`config.mk`:
```
export PLATFORM = sky130hd
export DESIGN_NAME = pll_lock_supervisor
export DESIGN_NICKNAME = d
export VERILOG_FILES = /design/src/rtl/pll_lock_supervisor.sv
export SDC_FILE = /design/constraint.sdc
export NUM_CORES = 1
export LEC_CHECK = 0
export BUFFER_PORTS_ARGS = -buffer_cell sky130_fd_sc_hd__buf_2
export CORE_MARGIN = 2
export CORE_UTILIZATION = 59
export DETAILED_ROUTE_END_ITERATION = 16
export GPL_ROUTABILITY_DRIVEN = 0
export PLACE_DENSITY_LB_ADDON = 0.15
export SETUP_SLACK_MARGIN = 0.1
export SLEW_MARGIN = 20
export SYNTH_ARGS = -nofsm -noshare
export SYNTH_HDL_FRONTEND = slang
export SYNTH_SLANG_ARGS = --single-unit
```
`constraint.sdc`:
```
create_clock -name i_clock -period 2.7 [get_ports i_clock]
set_input_delay 0.81 -clock i_clock [delete_from_list [all_inputs] [get_ports i_clock]]
set_output_delay 0.81 -clock i_clock [all_outputs]
set_load 0.05 [all_outputs]
```
`src/rtl/pll_lock_supervisor.sv`:
```
// PLL bring-up sequencer: holds RESETB, waits for a stable synchronized lock, then releases sys_reset.
// Retries on lock timeout, latches FAULT after RETRY_LIMIT timeouts, restarts on lock loss in RUN.
module pll_lock_supervisor #(
    parameter int unsigned PLL_RST_CYCLES = 16,
    parameter int unsigned LOCK_TIMEOUT   = 4096,
    parameter int unsigned STABLE_CYCLES  = 256,
    parameter int unsigned RETRY_LIMIT    = 7
) (
    input  logic       i_clock,
    input  logic       i_reset,
    input  logic       i_locked,
    input  logic       i_restart,
    output logic       o_pll_resetb,
    output logic       o_sys_reset,
    output logic       o_ready,
    output logic       o_fault,
    output logic [7:0] o_loss_count
);

    localparam logic [15:0] C_RST_LAST    = 16'(PLL_RST_CYCLES - 1);
    localparam logic [15:0] C_TMO_LAST    = 16'(LOCK_TIMEOUT - 1);
    localparam logic [15:0] C_STABLE_LAST = 16'(STABLE_CYCLES - 1);
    localparam logic [7:0]  C_RETRY_LIMIT = 8'(RETRY_LIMIT);

    typedef enum logic [2:0] {
        S_RESET_PLL,
        S_WAIT_LOCK,
        S_STABLE,
        S_RUN,
        S_FAULT
    } state_t;

    state_t      r_state;
    state_t      w_state_nxt;
    logic [15:0] r_cnt;
    logic [15:0] w_cnt_nxt;
    logic [7:0]  r_retries;
    logic [7:0]  w_retries_nxt;
    logic [7:0]  r_loss_count;
    logic [7:0]  w_loss_nxt;
    logic        r_lock_m;
    logic        r_lock_s;
    logic [7:0]  w_retries_inc;

    assign w_retries_inc = r_retries + 8'd1;

    always_comb begin
        w_state_nxt   = r_state;
        w_cnt_nxt     = r_cnt;
        w_retries_nxt = r_retries;
        w_loss_nxt    = r_loss_count;
        if (i_restart) begin
            w_state_nxt   = S_RESET_PLL;
            w_cnt_nxt     = 16'd0;
            w_retries_nxt = 8'd0;
        end else begin
            case (r_state)
                S_RESET_PLL: begin
                    if (r_cnt == C_RST_LAST) begin
                        w_state_nxt = S_WAIT_LOCK;
                        w_cnt_nxt   = 16'd0;
                    end else begin
                        w_cnt_nxt = r_cnt + 16'd1;
                    end
                end
                S_WAIT_LOCK: begin
                    if (r_lock_s) begin
                        w_state_nxt = S_STABLE;
                        w_cnt_nxt   = 16'd0;
                    end else if (r_cnt == C_TMO_LAST) begin
                        w_retries_nxt = w_retries_inc;
                        w_cnt_nxt     = 16'd0;
                        w_state_nxt   = (w_retries_inc == C_RETRY_LIMIT) ? S_FAULT : S_RESET_PLL;
                    end else begin
                        w_cnt_nxt = r_cnt + 16'd1;
                    end
                end
                S_STABLE: begin
                    // A glitch re-arms the full lock timeout but is not counted as a retry.
                    if (!r_lock_s) begin
                        w_state_nxt = S_WAIT_LOCK;
                        w_cnt_nxt   = 16'd0;
                    end else if (r_cnt == C_STABLE_LAST) begin
                        w_state_nxt   = S_RUN;
                        w_cnt_nxt     = 16'd0;
                        w_retries_nxt = 8'd0;
                    end else begin
                        w_cnt_nxt = r_cnt + 16'd1;
                    end
                end
                S_RUN: begin
                    if (!r_lock_s) begin
                        w_state_nxt = S_RESET_PLL;
                        w_cnt_nxt   = 16'd0;
                        if (r_loss_count != 8'hFF) begin
                            w_loss_nxt = r_loss_count + 8'd1;
                        end
                    end
                end
                S_FAULT: begin
                    w_state_nxt = S_FAULT;
                end
                default: begin
                    w_state_nxt = S_RESET_PLL;
                    w_cnt_nxt   = 16'd0;
                end
            endcase
        end
    end

    // Outputs decode the next state so they move on the same edge as r_state.
    always_ff @(posedge i_clock) begin
        if (i_reset) begin
            r_state      <= S_RESET_PLL;
            r_cnt        <= 16'd0;
            r_retries    <= 8'd0;
            r_loss_count <= 8'd0;
            r_lock_m     <= 1'b0;
            r_lock_s     <= 1'b0;
            o_pll_resetb <= 1'b0;
            o_sys_reset  <= 1'b1;
            o_ready      <= 1'b0;
            o_fault      <= 1'b0;
        end else begin
            r_state      <= w_state_nxt;
            r_cnt        <= w_cnt_nxt;
            r_retries    <= w_retries_nxt;
            r_loss_count <= w_loss_nxt;
            r_lock_m     <= i_locked;
            r_lock_s     <= r_lock_m;
            o_pll_resetb <= (w_state_nxt != S_RESET_PLL) && (w_state_nxt != S_FAULT);
            o_sys_reset  <= (w_state_nxt != S_RUN);
            o_ready      <= (w_state_nxt == S_RUN);
            o_fault      <= (w_state_nxt == S_FAULT);
        end
    end

    assign o_loss_count = r_loss_count;

endmodule

```
==> metrics <==
Pleak 0.7384 nW; routed wire length 3.835 mm; post-layout minimum cycle time 2306 ps; layout overhead on the synthesized area 9.363%; fraction of the cycle the final worst path needs 85.41%; simple-gate area share of the yosys netlist 30.65%; number of sinks driven by the clock tree 41; worst reg2reg path endpoint r_retries[3]$_SDFFE_PP0P_; clock tree from TritonCTS yes; Worst Hold Endpoint r_lock_s$_SDFF_PP0_; capturing element type of the critical path flop; antenna violation net count after detailed routing 0; fraction of layout cells with a size suffix above 1 14.45%; actual slew at the worst max-slew pin 800.4 ps; hold path cells 1; nature of the critical path startpoint flop; synthesized cell area 0.002004 mm2; worst-case register-to-register setup slack 390 ps; number of setup buffers added after CTS 0; area of the die 0.003879 mm2; Post-Synthesis Mean Instance Area 8.249 um2; # H-tree levels 2; IO Port Bufs 15; Detail Placement HPWL 2.743 mm; setup repair after global routing missed its margin false; Critical Path Max Stage Delay 590 ps; maximum resistive drop on vdd 0.3096 mV; setup-violating endpoint count in the final report 0; cells taking the most area after synthesis dfxtp_1, xnor2_1, nor2_1; Synth Instances 243; number of enable flip-flop cells after synthesis 0; worst max-slew margin expressed relative to the limit 46.58%; most frequent standard cell in the layout excluding fill and tap cells dfxtp_1; Clock Root Buffer clkbuf_4; dominant cell type by area after synthesis dfxtp_1; fraction of post-synthesis cell area in the top cell type by area 40.95%; initial antenna violation count 0; final design utilization 66.21%; total gr overflow 0; Synthesized Nets 251; setup TNS 0 ps; maximum buffer depth of the clock tree 2; Synth Area in XOR/XNOR 9.613%; compound-gate portion of the synthesized area 12.80%; top-level I/O count 16; worst setup path category flop to flop; most frequent cells in the layout dfxtp_1, nor2_1, nand2_1, nand3_1, xnor2_1; Iteration-0 DRC Markers 98; largest fanout on the critical path 8; dominant synthesized flop cell dfxtp_1; CTS clk-pin slew, worst paths 120 ps; routed length per instance 12.41 um; global-route wire length before repair 6.824 mm; combinational family with the most area after synthesis simple AND/OR/NAND/NOR gates; total of cells resized after clock tree synthesis 0; number of hold buffers added after CTS 0; data required time of the worst path 2950 ps; placement row count 21; register bit total from synthesis 41; number of global-route vias before repair 1510; DR vias/cell 5.485; Initial Util 60.54%; beginning of the worst hold path r_lock_m$_SDFF_PP0_; total routing resource utilization after global routing 22.24%; pins over their slew limit 0; vias after detailed routing 1695; number of hold-slack violations in the final timing report 0; run status complete, no violations; multiplexer share of the synthesized area 0.4994%; final layout net count 270; launching point of the worst reg2reg path r_cnt[12]$_SDFFE_PP0P_; cell depth of the worst flop-to-flop path 5; Power Dens Cells 425.2 mW/mm2; Die Span Y 62.29 um; Fmax achieved 433.6 MHz; clock buffer count from CTS 5; fraction of registers with async set/reset 0%; core footprint 0.003311 mm2; clk_lat worst skew 360 ps; worst min-delay path class flop to flop; DRT Pass-1 Iters 4; largest net degree at the start of global routing 15; Critical Path Most Common Cell or4_4; worst clock skew 8.364 ps; WP data arrival 2550 ps; Antenna Cells 0; part of the Yosys area used for sequential elements 40.95%; series of cell instances along the critical path or4_4 -> or4_4 -> or2_1 -> a22oi_4 -> a311oi_2; library cell contributing the largest single delay on the critical path or4_4; count of yosys warnings during synthesis 0; die outline width 62.29 um; share of synthesized cell area in full adder, half adder and majority cells 2.497%; number of maximum-capacitance constraint violations 0; number of distinct standard cells referenced by the synthesized netlist 44; final routed DRC violation total 0
## cell families (layout without fill, tap and decap cells)
kind of cell / count (synthesis) / in the layout
muxes: 1 / 1
adders and majority gates: 4 / 4
AOI/OAI and AO/OA: 37 / 37
DFF: 41 / 41
xor gates and xnor gates: 22 / 22
buffers and inverters: 15 / 35
and+or+nand+nor: 123 / 123
## worst max path at each step
| stage | from | end | slack, ps | depth (start not counted) |
|---|---|---|---|---|
| 4_1_cts | r_cnt[12]$_SDFFE_PP0P_ | r_retries[3]$_SDFFE_PP0P_ | 390 | 5 |
| 2_1_floorplan | r_cnt[12]$_SDFFE_PP0P_ | r_retries[3]$_SDFFE_PP0P_ | 550 | 5 |
| 3_3_place_gp | r_cnt[12]$_SDFFE_PP0P_ | r_retries[3]$_SDFFE_PP0P_ | 440 | 5 |
| 5_1_grt | r_cnt[8]$_SDFFE_PP0P_ | r_cnt[7]$_SDFFE_PP0P_ | 280 | 6 |
| 6_report | r_cnt[12]$_SDFFE_PP0P_ | r_retries[3]$_SDFFE_PP0P_ | 390 | 5 |
| 3_5_place_dp | r_cnt[12]$_SDFFE_PP0P_ | r_retries[3]$_SDFFE_PP0P_ | 410 | 5 |
## power breakdown
part / leakage (nW) / switching [mW] / total (mW) / internal, mW
clock: 0.0320 / 0.200 / 0.300 / 0.0993
combinational: 0.376 / 0.0135 / 0.0219 / 0.00834
sequential: 0.331 / 0.00292 / 0.610 / 0.607
total: 0.738 / 0.217 / 0.932 / 0.715
## per-stage QoR
step | hold slack, ps | cells | total power, mW | instance area [um2] | setup WS [ps]
4_1_cts | 456.9 | 309 | 0.9394 | 2192 | 387.4
3_5_place_dp | 428.3 | 301 | 0.6462 | 2141 | 409.8
5_1_grt | 462.9 | 309 | 0.9727 | 2192 | 284.3
6_report | 448.7 | 309 | 0.9321 | 2192 | 393.9
3_3_place_gp | 418.2 | 301 | 0.6462 | 2141 | 439.8
2_1_floorplan | 413.8 | 243 | 0.6383 | 2004 | 545.2
## area by class of cell
class / instances / area, um2
clock inverter: 2 / 10.01
inverter: 7 / 26.28
clock buffer: 6 / 41.29
fill: 319 / 1119
sequential: 41 / 820.8
tap: 46 / 57.56
timing repair buffer: 20 / 112.6
multi-input combinational: 187 / 1124
## layer usage
layer | global-route usage, % | routed length [um] | up-vias
met3 | 4.891 | 198 | 5
li1 | - | - | 891
met4 | 12.78 | 64 | 0
met2 | 31.25 | 1639 | 33
met5 | 0 | 0 | -
met1 | 31.48 | 1933 | 766
## registers in the layout (all words and copies together) (netlist names)
signal / count
r_lock_m: 1
o_ready: 1
r_retries: 8
r_state: 3
o_sys_reset: 1
r_lock_s: 1
o_loss_count: 8
o_pll_resetb: 1
r_cnt: 16
o_fault: 1
## cell usage after synthesis (2+ instances only)
master    instances
nor3_1           11
nor4_1            4
a21bo_2           2
a21oi_1           7
dfxtp_1          41
nor2_1           37
nand2b_1          2
or4_1             3
o41ai_1           2
o21ai_0          10
inv_1             7
or4_4             2
ha_1              4
or3_1             3
nand3_1          16
o22ai_1           2
nor4b_1           3
o21ai_1           4
or2_2             3
xnor2_1          16
xor2_1            6
nand2_1          23
clkbuf_1          7
nor2b_1           3
and2_1            2
nand4_1           5
## worst max-delay path: cells and delay by family, from the launching register on
kind / cells / cell delay (ps)
AND/OR/NAND/NOR: 3 / 1410
flip-flops: 1 / 370
AO/OA/AOI/OAI: 2 / 420
No activity file was read; power rests on OpenSTA's default activity.
